<file path="config.mk">
export PLATFORM = sky130hd
export DESIGN_NAME = addsub_nibble_seq
export DESIGN_NICKNAME = d
export VERILOG_FILES = /design/src/rtl/addsub_nibble_seq.sv
export SDC_FILE = /design/constraint.sdc
export NUM_CORES = 1
export LEC_CHECK = 0
export CAP_MARGIN = 5
export CORE_ASPECT_RATIO = 1.25
export CORE_MARGIN = 8
export CORE_UTILIZATION = 40
export CTS_CLUSTER_DIAMETER = 80
export DETAILED_ROUTE_END_ITERATION = 10
export GPL_TIMING_DRIVEN = 1
export SLEW_MARGIN = 20
export SYNTH_ARGS = -nofsm -noshare
export SYNTH_HDL_FRONTEND = slang
export SYNTH_SLANG_ARGS = --single-unit
</file>
<file path="constraint.sdc">
create_clock -name clk -period 5.7 [get_ports clk]
set_clock_uncertainty 0.1 [all_clocks]
set_input_delay 1.14 -clock clk [delete_from_list [all_inputs] [get_ports clk]]
set_output_delay 1.14 -clock clk [all_outputs]
set_load 0.05 [all_outputs]
</file>
<file path="src/rtl/addsub_nibble_seq.sv">
// Multi-cycle add/subtract engine: one shared SLICE-bit adder walks the operands
// LSB slice first, carrying between slices in a register.
module addsub_nibble_seq #(
    parameter int unsigned WIDTH = 32,
    parameter int unsigned SLICE = 4
) (
    input  logic             clk,
    input  logic             rst_n,
    input  logic             in_valid,
    output logic             in_ready,
    input  logic             op_sub,
    input  logic [WIDTH-1:0] a,
    input  logic [WIDTH-1:0] b,
    output logic             out_valid,
    input  logic             out_ready,
    output logic [WIDTH-1:0] res,
    output logic             c_out,
    output logic             overflow
);

    // WIDTH must be an integer multiple of SLICE.
    localparam int unsigned NSLICE = WIDTH / SLICE;
    localparam int unsigned IDXW   = (NSLICE > 1) ? $clog2(NSLICE) : 1;

    typedef enum logic [1:0] {
        IDLE = 2'd0,
        RUN  = 2'd1,
        DONE = 2'd2
    } state_t;

    state_t           state;
    state_t           state_next;
    logic             accept;
    logic             step;
    logic             last;

    logic [WIDTH-1:0] a_r;
    logic [WIDTH-1:0] b_r;
    logic             carry;
    logic [IDXW-1:0]  idx;

    logic [31:0]      base;
    logic [SLICE-1:0] a_sl;
    logic [SLICE-1:0] b_sl;
    logic [SLICE:0]   sum_w;
    logic             cin_msb;

    // Shared slice adder; carry into the slice MSB is recovered from the sum bit.
    assign base    = 32'(idx) * 32'(SLICE);
    assign a_sl    = a_r[base +: SLICE];
    assign b_sl    = b_r[base +: SLICE];
    assign sum_w   = {1'b0, a_sl} + {1'b0, b_sl} + (SLICE + 1)'(carry);
    assign cin_msb = sum_w[SLICE-1] ^ a_sl[SLICE-1] ^ b_sl[SLICE-1];

    // State register
    always_ff @(posedge clk or negedge rst_n) begin
        if (!rst_n) begin
            state <= IDLE;
        end else begin
            state <= state_next;
        end
    end

    // Next-state and datapath strobes
    always_comb begin
        state_next = state;
        accept     = 1'b0;
        step       = 1'b0;
        last       = 1'b0;
        case (state)
            IDLE: begin
                if (in_valid) begin
                    accept     = 1'b1;
                    state_next = RUN;
                end
            end
            RUN: begin
                step = 1'b1;
                if (idx == IDXW'(NSLICE - 1)) begin
                    last       = 1'b1;
                    state_next = DONE;
                end
            end
            DONE: begin
                if (out_ready) begin
                    state_next = IDLE;
                end
            end
            default: state_next = IDLE;
        endcase
    end

    // Handshake outputs follow the next state so they are registered.
    always_ff @(posedge clk or negedge rst_n) begin
        if (!rst_n) begin
            in_ready  <= 1'b1;
            out_valid <= 1'b0;
        end else begin
            in_ready  <= (state_next == IDLE);
            out_valid <= (state_next == DONE);
        end
    end

    // Operand capture and slice-by-slice result accumulation
    always_ff @(posedge clk or negedge rst_n) begin
        if (!rst_n) begin
            a_r      <= '0;
            b_r      <= '0;
            carry    <= 1'b0;
            idx      <= '0;
            res      <= '0;
            c_out    <= 1'b0;
            overflow <= 1'b0;
        end else if (accept) begin
            a_r   <= a;
            b_r   <= op_sub ? ~b : b;
            carry <= op_sub;
            idx   <= '0;
        end else if (step) begin
            res[base +: SLICE] <= sum_w[SLICE-1:0];
            carry              <= sum_w[SLICE];
            idx                <= idx + IDXW'(1);
            if (last) begin
                c_out    <= sum_w[SLICE];
                overflow <= cin_msb ^ sum_w[SLICE];
            end
        end
    end

endmodule

</file>
==> results of run 1 <==
[layout make-up]
cell class                      instances  area, µm²  area share
Clock buffer                           14      264.0     0.04011
Sequential cell                       106       2654      0.4032
Timing Repair Buffer                  107       1056      0.1604
Tap cell                              168      210.2     0.03193
Inverter                                8      30.03    0.004562
Clock inverter                          2      35.03    0.005322
Multi-Input combinational cell        288       2333      0.3545
[layout by cell type (no fill, tap or decap), types with 2 or more instances in the layout]
cell type | synthesis | layout
a21oi_1 | 36 | 36
nor2_1 | 53 | 53
mux4_1 | 10 | 10
o21ai_0 | 12 | 12
clkbuf_16 | 0 | 9
dfrtp_1 | 105 | 105
nand2b_1 | 2 | 2
xor2_1 | 2 | 2
buf_4 | 0 | 4
nor3_1 | 2 | 2
nand3b_1 | 2 | 2
nand2_1 | 33 | 33
xnor2_1 | 34 | 34
clkbuf_1 | 18 | 3
mux2i_1 | 2 | 2
clkdlybuf4s50_1 | 0 | 102
nor2b_1 | 2 | 2
mux4_2 | 6 | 6
fa_1 | 2 | 2
inv_1 | 8 | 8
ha_1 | 10 | 10
and3_1 | 6 | 6
mux2_2 | 57 | 57
clkbuf_8 | 0 | 2
a22o_1 | 2 | 2
[metal layers]
metal  vias to the layer above  share of wire  track usage
met3                        12          0.039      0.03003
met1                      1689           0.42       0.1592
met5                         -              0            0
met2                        65           0.53       0.2523
li1                       1677              -            -
met4                         0          0.017      0.06160
[kinds of logic after synthesis]
logic type,count (synthesis)
flip-flops,106
XOR/XNOR,36
AND/OR/NAND/NOR,105
multiplexers,76
buffers and inverters,35
adder cells (fa/ha/maj),12
AO/OA/AOI/OAI,59
[report_power, final]
part	leakage, µW	total (µW)	internal (µW)	switching [µW]
clock	0.000147	620	364	256
sequential	0.00129	1310	1090	218
combinational	0.00136	2330	997	1330
total	0.00279	4260	2450	1810
[critical path, stage by stage (launching register included)]
cell     delay [ps]
dfrtp_1         320
buf_4           360
mux4_1          600
nand2_1          90
nand2_1          80
fa_1            450
fa_1            510
xnor2_1         460
nor2_1          110
mux2_2          280
[sequential cells by signal (all words and copies together) (netlist names)]
| signal | flops |
|---|---|
| b_r | 32 |
| c_out | 1 |
| state | 2 |
| overflow | 1 |
| out_valid | 1 |
| idx | 3 |
| in_ready | 1 |
| res | 32 |
| carry | 1 |
| a_r | 32 |
[synth_stat cells (2+ instances only)]
cell type,count,share of area
nand2_1,33,0.024
a22o_1,2,0.0034
inv_1,8,0.0058
mux4_2,6,0.026
xnor2_1,34,0.058
nand2b_1,2,0.0024
a21oi_1,36,0.035
nor2_1,53,0.039
mux2_2,57,0.12
xor2_1,2,0.0034
clkbuf_1,18,0.013
mux2i_1,2,0.0039
nand3b_1,2,0.0029
mux4_1,10,0.051
dfrtp_1,105,0.51
nor2b_1,2,0.0024
buf_2,3,0.0029
o21ai_0,12,0.012
ha_1,10,0.024
and3_1,6,0.0073
fa_1,2,0.0078
buf_1,4,0.0029
nor3_1,2,0.0019
[stage by stage]
stage | power (µW) | cells | utilization | worst slack [ps]
final | 4260 | 693 | 0.5222 | 2210
after global routing | 4604 | 693 | 0.5222 | 1926
after CTS | 4318 | 693 | 0.5222 | 2182
after detailed placement | 3685 | 677 | 0.4985 | 2190
after global placement | 3626 | 677 | 0.4985 | 2236
after floorplan | 2999 | 429 | - | 2367
[final timing paths]
kind | start | to
hold / removal | res[0]$_DFFE_PN0P_ | res[0]$_DFFE_PN0P_
setup / recovery | idx[0]$_DFFE_PN0P_ | res[22]$_DFFE_PN0P_
setup reg to reg | idx[0]$_DFFE_PN0P_ | res[22]$_DFFE_PN0P_
min in group asynchronous | rst_n | res[31]$_DFFE_PN0P_
hold reg to reg | res[0]$_DFFE_PN0P_ | res[0]$_DFFE_PN0P_
max in group asynchronous | rst_n | b_r[31]$_DFFE_PN0P_
==> reports/metrics.yaml, run 1 <==
timing:
  grt_setup_unrepaired: "false"
  finalHoldViolCount: 0
  worst_pin_slew_ps: 975.9
  fmax_mhz: 286.5
  timing.final.crit_share: 0.6123
  drv_slew: 0
  setup_tns_ps: 0
  period_minus_slack_ps: 3490
  slew_headroom: 0.3494
  setup_viol: 0
  hold_ws_ps: 387.6
synth:
  synth-simple-area-share: 0.08697
  synth.mux.area_fraction: 0.2093
  ys_ff_latch: 106
  syn_area_um2: 5136
  syn_avg_cell_area_um2: 11.97
  synth_top_family_by_area: "multiplexers"
  syn_inst: 429
  ys_seq_area_frac: 0.5167
  yosys_most_used_dff: "dfrtp_1"
  ys_warn_count: 0
  synth_fp_nets: 510
  synth_cell_types: 41
  synth-xor-area-share: 0.06139
  yosys.area_share.adder: 0.03216
  synth-compound-area-share: 0.06358
  synth_edf_count: 0
  async_flop_share: 1.000
floorplanning:
  dieHeight_um: 142.7
  core_area_um2: 12600
  chipWidth_um: 117.4
  row_count: 46
  start_util: 0.4075
  die-area_um2: 16740
  num_io_pins: 105
hold_path:
  hold_class: "register to register"
  hold_depth: 2
routing:
  drt-total-wl_um: 11220
  wl_per_cell_um: 16.18
  vias: 3443
  drc: 0
  ant_nets: 0
  firstDrtPassIters: 4
  viasPerCell: 4.968
  drt_iter0_drc: 115
power:
  max-vdd-ir-drop_v: 0.0004133
  leakagePower_uw: 0.002791
  power.density_nw_per_um2: 647.2
final_layout:
  fin_area_um2: 6583
  syn_to_final_growth_pct: 28.16
  drive_above_1_share: 0.1600
  diodes: 0
  nets: 601
  fillers: 1140
setup_path:
  cp_max_fo: 26
  endpoint_kind: "register"
  start_kind: "register"
  critPathKind: "register to register"
  ff2ff_setup_slack_ps: 2210
  rr_worst_depth: 9
  arrival_ps: 3620
  crit_required_ps: 5830
placed_design:
  dp_hpwl_um: 8441
  placed_area_um2: 6284
  io_buffers: 104
  place_congestion: 0.8473
cts:
  clk_pin_slew_worst_paths_ps: 70
  postCtsSetupRepairBufs: 0
  cts_tree: "built"
  clkLatencyLatePin_ps: 340
  cts_buffer_depth: 2
  hold_buffers: 0
  clock-sinks: 106
  cts_buffers: 9
  cts_resized: 0
  root_buffer: "clkbuf_16"
  h-tree-depth: 3
global_route:
  grt-ovfl-total: 0
  grt_max_degree: 97
  grt_pass1_vias: 3743
  grt_pass1_wl_um: 18980
  grt_usage: 0.1410
  antenna_found_initial: 0
run:
  maxCapViolCount: 0
outcome:
  status: "complete, no violations"
(Power assumes the default switching activity.)
==> inputs of run 2 (changes only) <==
==> constraint.sdc (replaced) <==
create_clock -name clk -period 3.53 [get_ports clk]
set_clock_uncertainty 0.1 [all_clocks]
set_input_delay 0.706 -clock clk [delete_from_list [all_inputs] [get_ports clk]]
set_output_delay 0.706 -clock clk [all_outputs]
set_load 0.05 [all_outputs]
==> reports/metrics.yaml, run 2 (synthesis results as in run 1) <==
outcome:
  status: "complete, no violations"
cts:
  hold_buffers: 0
  postCtsSetupRepairBufs: 0
  clock-sinks: 106
  cts_buffers: 9
  cts_resized: 0
  clk_pin_slew_worst_paths_ps: 70
  root_buffer: "clkbuf_16"
  h-tree-depth: 3
  clkLatencyLatePin_ps: 340
  cts_buffer_depth: 2
  cts_tree: "built"
global_route:
  grt_usage: 0.1432
  grt_max_degree: 97
  grt-ovfl-total: 0
  antenna_found_initial: 0
  grt_pass1_wl_um: 19090
  grt_pass1_vias: 3742
final_layout:
  reg_top3: "a_r x32, b_r x32, res x32"
  layout_common_cells: "dfrtp_1 (105), clkdlybuf4s50_1 (102), mux2_2 (57), nor2_1 (53), a21oi_1 (36)"
  syn_to_final_growth_pct: 28.82
  drive_above_1_share: 0.1701
  diodes: 0
  nets: 606
  final_common_cell: "dfrtp_1"
routing:
  vias: 3488
  routed-wl-met2_um: 5997
  firstDrtPassIters: 4
  viasPerCell: 5.004
  wl_met3_um: 516
  drt-total-wl_um: 11550
  ant_nets: 0
  drt_iter0_drc: 135
  drc: 0
  dr.max_layer_used: "met4"
  m1WireLength_um: 4821
  wl_per_cell_um: 16.57
power:
  leakagePower_uw: 0.002812
  power.density_nw_per_um2: 1046
  max-vdd-ir-drop_v: 0.0008492
timing:
  setup_viol: 0
  drv_slew: 0
  timing.final.crit_share: 0.8990
  period_minus_slack_ps: 3173
  finalHoldViolCount: 0
  grt_setup_unrepaired: "false"
  setup_tns_ps: 0
  fmax_mhz: 315.1
  hold_ws_ps: 335.5
  worst_pin_slew_ps: 863.3
  slew_headroom: 0.4245
setup_path:
  crit_end: "overflow$_DFFE_PN0P_"
  arrival_ps: 3300
  cp_max_fo: 26
  cpPeakStageDelay_ps: 560
  r2r-end: "overflow$_DFFE_PN0P_"
  critPathSlowestCell: "mux4_1"
  r2r_start: "idx[0]$_DFFE_PN0P_"
  startpoint: "idx[0]$_DFFE_PN0P_"
  crit_required_ps: 3660
  critPathKind: "register to register"
  start_kind: "register"
  endpoint_kind: "register"
  worstPathCellList: "buf_12 -> mux4_1 -> nand2_1 -> nand2_1 -> fa_1 -> fa_1 -> nor2_1 -> mux2i_1 -> o211ai_1 -> xor2_1 -> o21ai_1"
  ff2ff_setup_slack_ps: 360
  rr_worst_depth: 11
placed_design:
  place_congestion: 0.8411
  io_buffers: 104
  dp_hpwl_um: 8743
floorplanning:
  core_area_um2: 12600
  row_count: 46
  num_io_pins: 105
  chipWidth_um: 117.4
  start_util: 0.4075
  die-area_um2: 16740
  dieHeight_um: 142.7
run:
  maxCapViolCount: 0
hold_path:
  hold_class: "primary input to async pin"
run 2: layer usage:
metal | vias to the layer above | track usage
met4 | 0 | 0.06639
li1 | 1680 | -
met1 | 1714 | 0.1651
met3 | 14 | 0.03200
met5 | - | 0
met2 | 80 | 0.2492
run 2: critical path: cells and delay by family, from the launching register on:
kind            cells  cell delay [ps]
compound gates      2              270
xor+xnor            1              170
fa+ha+maj           2              980
buf+inv             1              210
flops               1              370
mux                 2              650
simple gates        3              310
run 2: area by class of cell:
class                      count  area, µm²
multi-input combinational    288       2333
timing repair buffer         112       1119
inverter                       8      30.03
sequential                   106       2654
fill                        1108       5988
clock inverter                 4      27.53
clock buffer                  11      242.7
tap                          168      210.2
run 2: stage by stage:
step | instances | power, µW | setup slack (ps) | instance area, µm² | util
global placement | 682 | 5937 | 405.2 | 6346 | 0.5035
detailed placement | 682 | 6041 | 364.6 | 6346 | 0.5035
floorplan | 429 | 4842 | 197.3 | 5136 | -
global route | 697 | 7415 | 142.3 | 6616 | 0.5249
finish | 697 | 6921 | 356.7 | 6616 | 0.5249
CTS | 697 | 6981 | 346.0 | 6616 | 0.5249
run 2: power breakdown:
group | total (µW) | internal [µW] | switching (µW)
registers | 2090 | 1760 | 331
logic | 3900 | 1700 | 2200
clock network | 927 | 495 | 431
total | 6920 | 3960 | 2960
run 2: worst min-delay path by stage:
stage | start | endpoint | slack, ps | cells past startpoint
6_report | rst_n | res[0]$_DFFE_PN0P_ | 340 | 1
5_1_grt | rst_n | res[28]$_DFFE_PN0P_ | 400 | 1
4_1_cts | rst_n | res[15]$_DFFE_PN0P_ | 370 | 1
3_5_place_dp | res[3]$_DFFE_PN0P_ | res[3]$_DFFE_PN0P_ | 370 | 2
3_3_place_gp | res[0]$_DFFE_PN0P_ | res[0]$_DFFE_PN0P_ | 360 | 2
2_1_floorplan | rst_n | a_r[0]$_DFFE_PN0P_ | 310 | 0
==> inputs of run 3 (changes only) <==
--- a/config.mk
+++ b/config.mk
@@ -11,7 +11,8 @@
 export CORE_UTILIZATION = 40
 export CTS_CLUSTER_DIAMETER = 80
 export DETAILED_ROUTE_END_ITERATION = 10
-export GPL_TIMING_DRIVEN = 1
+export GPL_TIMING_DRIVEN = 0
+export RECOVER_POWER = 100
 export SLEW_MARGIN = 20
 export SYNTH_ARGS = -nofsm -noshare
 export SYNTH_HDL_FRONTEND = slang
==> reports/metrics.yaml, run 3 (synthesis results as in run 1) <==
timing:
  period_minus_slack_ps: 3333
  finalHoldViolCount: 0
  setup_viol: 0
  grt_setup_unrepaired: "false"
  fmax_mhz: 300.0
  slew_headroom: 0.04156
  drv_slew: 0
  timing.final.crit_share: 0.9442
  worst_pin_slew_ps: 1438
  setup_tns_ps: 0
power:
  p_total_uw: 7109
  power.density_nw_per_um2: 1058
  max-vdd-ir-drop_v: 0.0005347
  leakagePower_uw: 0.002938
floorplanning:
  core_area_um2: 12600
  row_count: 46
  start_util: 0.4075
  dieHeight_um: 142.7
  die-area_um2: 16740
  chipWidth_um: 117.4
  num_io_pins: 105
routing:
  firstDrtPassIters: 4
  drt_iter0_drc: 98
  drt-total-wl_um: 12270
  vias: 3564
  wl_per_cell_um: 17.08
  viasPerCell: 4.964
  drc: 0
  ant_nets: 0
final_layout:
  fin_util: 0.5333
  final_common_cell: "dfrtp_1"
  fillers: 1153
  syn_to_final_growth_pct: 30.86
  drive_above_1_share: 0.1655
  nets: 626
  reg_top3: "a_r x32, b_r x32, res x32"
  layout_common_cells: "dfrtp_1 (105), clkdlybuf4s50_1 (65), mux2_2 (57), nor2_1 (53), dlygate4sd3_1 (37)"
  diodes: 0
global_route:
  grt_usage: 0.1492
  grt-ovfl-total: 0
  grt_pass1_vias: 3937
  grt_pass1_wl_um: 19960
  antenna_found_initial: 0
  grt_max_degree: 81
setup_path:
  critPathKind: "register to register"
  start_kind: "register"
  endpoint_kind: "register"
  cp_max_fo: 10
  crit_required_ps: 3660
  startpoint: "idx[0]$_DFFE_PN0P_"
  ff2ff_setup_slack_ps: 200
  rr_worst_depth: 13
  r2r_start: "idx[0]$_DFFE_PN0P_"
  crit_end: "overflow$_DFFE_PN0P_"
  r2r-end: "overflow$_DFFE_PN0P_"
  arrival_ps: 3460
cts:
  clock-sinks: 106
  cts_buffers: 9
  cts_tree: "built"
  root_buffer: "clkbuf_16"
  clkLatencyLatePin_ps: 350
  cts_buffer_depth: 2
  clk_pin_slew_worst_paths_ps: 70
  h-tree-depth: 3
placed_design:
  dp_hpwl_um: 9444
  place_congestion: 0.7825
  io_buffers: 103
hold_path:
  worstHoldStart: "res[3]$_DFFE_PN0P_"
  hold_class: "register to register"
outcome:
  status: "complete, no violations"
run:
  maxCapViolCount: 0
-- run 3: metrics by stage --
stage	cells	setup WS [ps]	cell area (µm²)	hold slack, ps
4_1_cts	717	6.767	6730	120.3
3_5_place_dp	701	-455.1	6406	369.9
5_1_grt	718	10.35	6721	409.6
3_3_place_gp	700	-2285	6377	362.2
6_report	718	197.1	6721	375.3
2_1_floorplan	429	197.3	5136	310.4
-- run 3: worst min path at each step --
stage | endpoint | cells after the start
final | res[3]$_DFFE_PN0P_ | 2
after CTS | a_r[28]$_DFFE_PN0P_ | 1
after global routing | res[0]$_DFFE_PN0P_ | 2
after detailed placement | res[3]$_DFFE_PN0P_ | 2
after global placement | res[3]$_DFFE_PN0P_ | 2
after floorplan | a_r[0]$_DFFE_PN0P_ | 0
-- run 3: timing repair --
action	in CTS	in global routing
pin swaps	1	1
setup buffers	0	1
hold buffers	0	0
gates resized for setup	6	3
endpoints found under the setup margin	21	13
-- run 3: final cells by class --
cell class,instances,area (µm²),share of cell area
Clock buffer,9,225.2,0.03351
Tap cell,168,210.2,0.03127
Timing Repair Buffer,105,1040,0.1547
Sequential cell,106,2654,0.3948
Inverter,8,30.03,0.004468
Buffer,27,132.6,0.01973
Multi-Input combinational cell,288,2360,0.3511
Clock inverter,7,70.07,0.01042
-- run 3: critical path, stage by stage, from the launching register on --
cell and delay (ps):
dfrtp_1 420, buf_6 160, buf_8 170, buf_8 170, mux4_2 520, nand2_1 80, nand2_1 110, fa_2 410
fa_2 420, nor2_1 120, mux2i_1 70, o211ai_1 210, xor2_1 180, o21ai_1 70
-- run 3: where the power goes --
part | leakage (µW) | switching, µW | internal [µW]
Combinational | 0.00151 | 2310 | 1750
Sequential | 0.00129 | 295 | 1760
Clock | 0.000145 | 446 | 549
Total | 0.00294 | 3050 | 4050
-- run 3: layer usage --
layer / wire length (µm) / track usage / up-vias / share of wire
met2: 6480 / 0.2712 / 67 / 0.53
met5: 0 / 0 / - / 0
met3: 435 / 0.03398 / 10 / 0.035
met1: 5217 / 0.1703 / 1764 / 0.43
met4: 132 / 0.04654 / 0 / 0.011
li1: - / - / 1723 / -
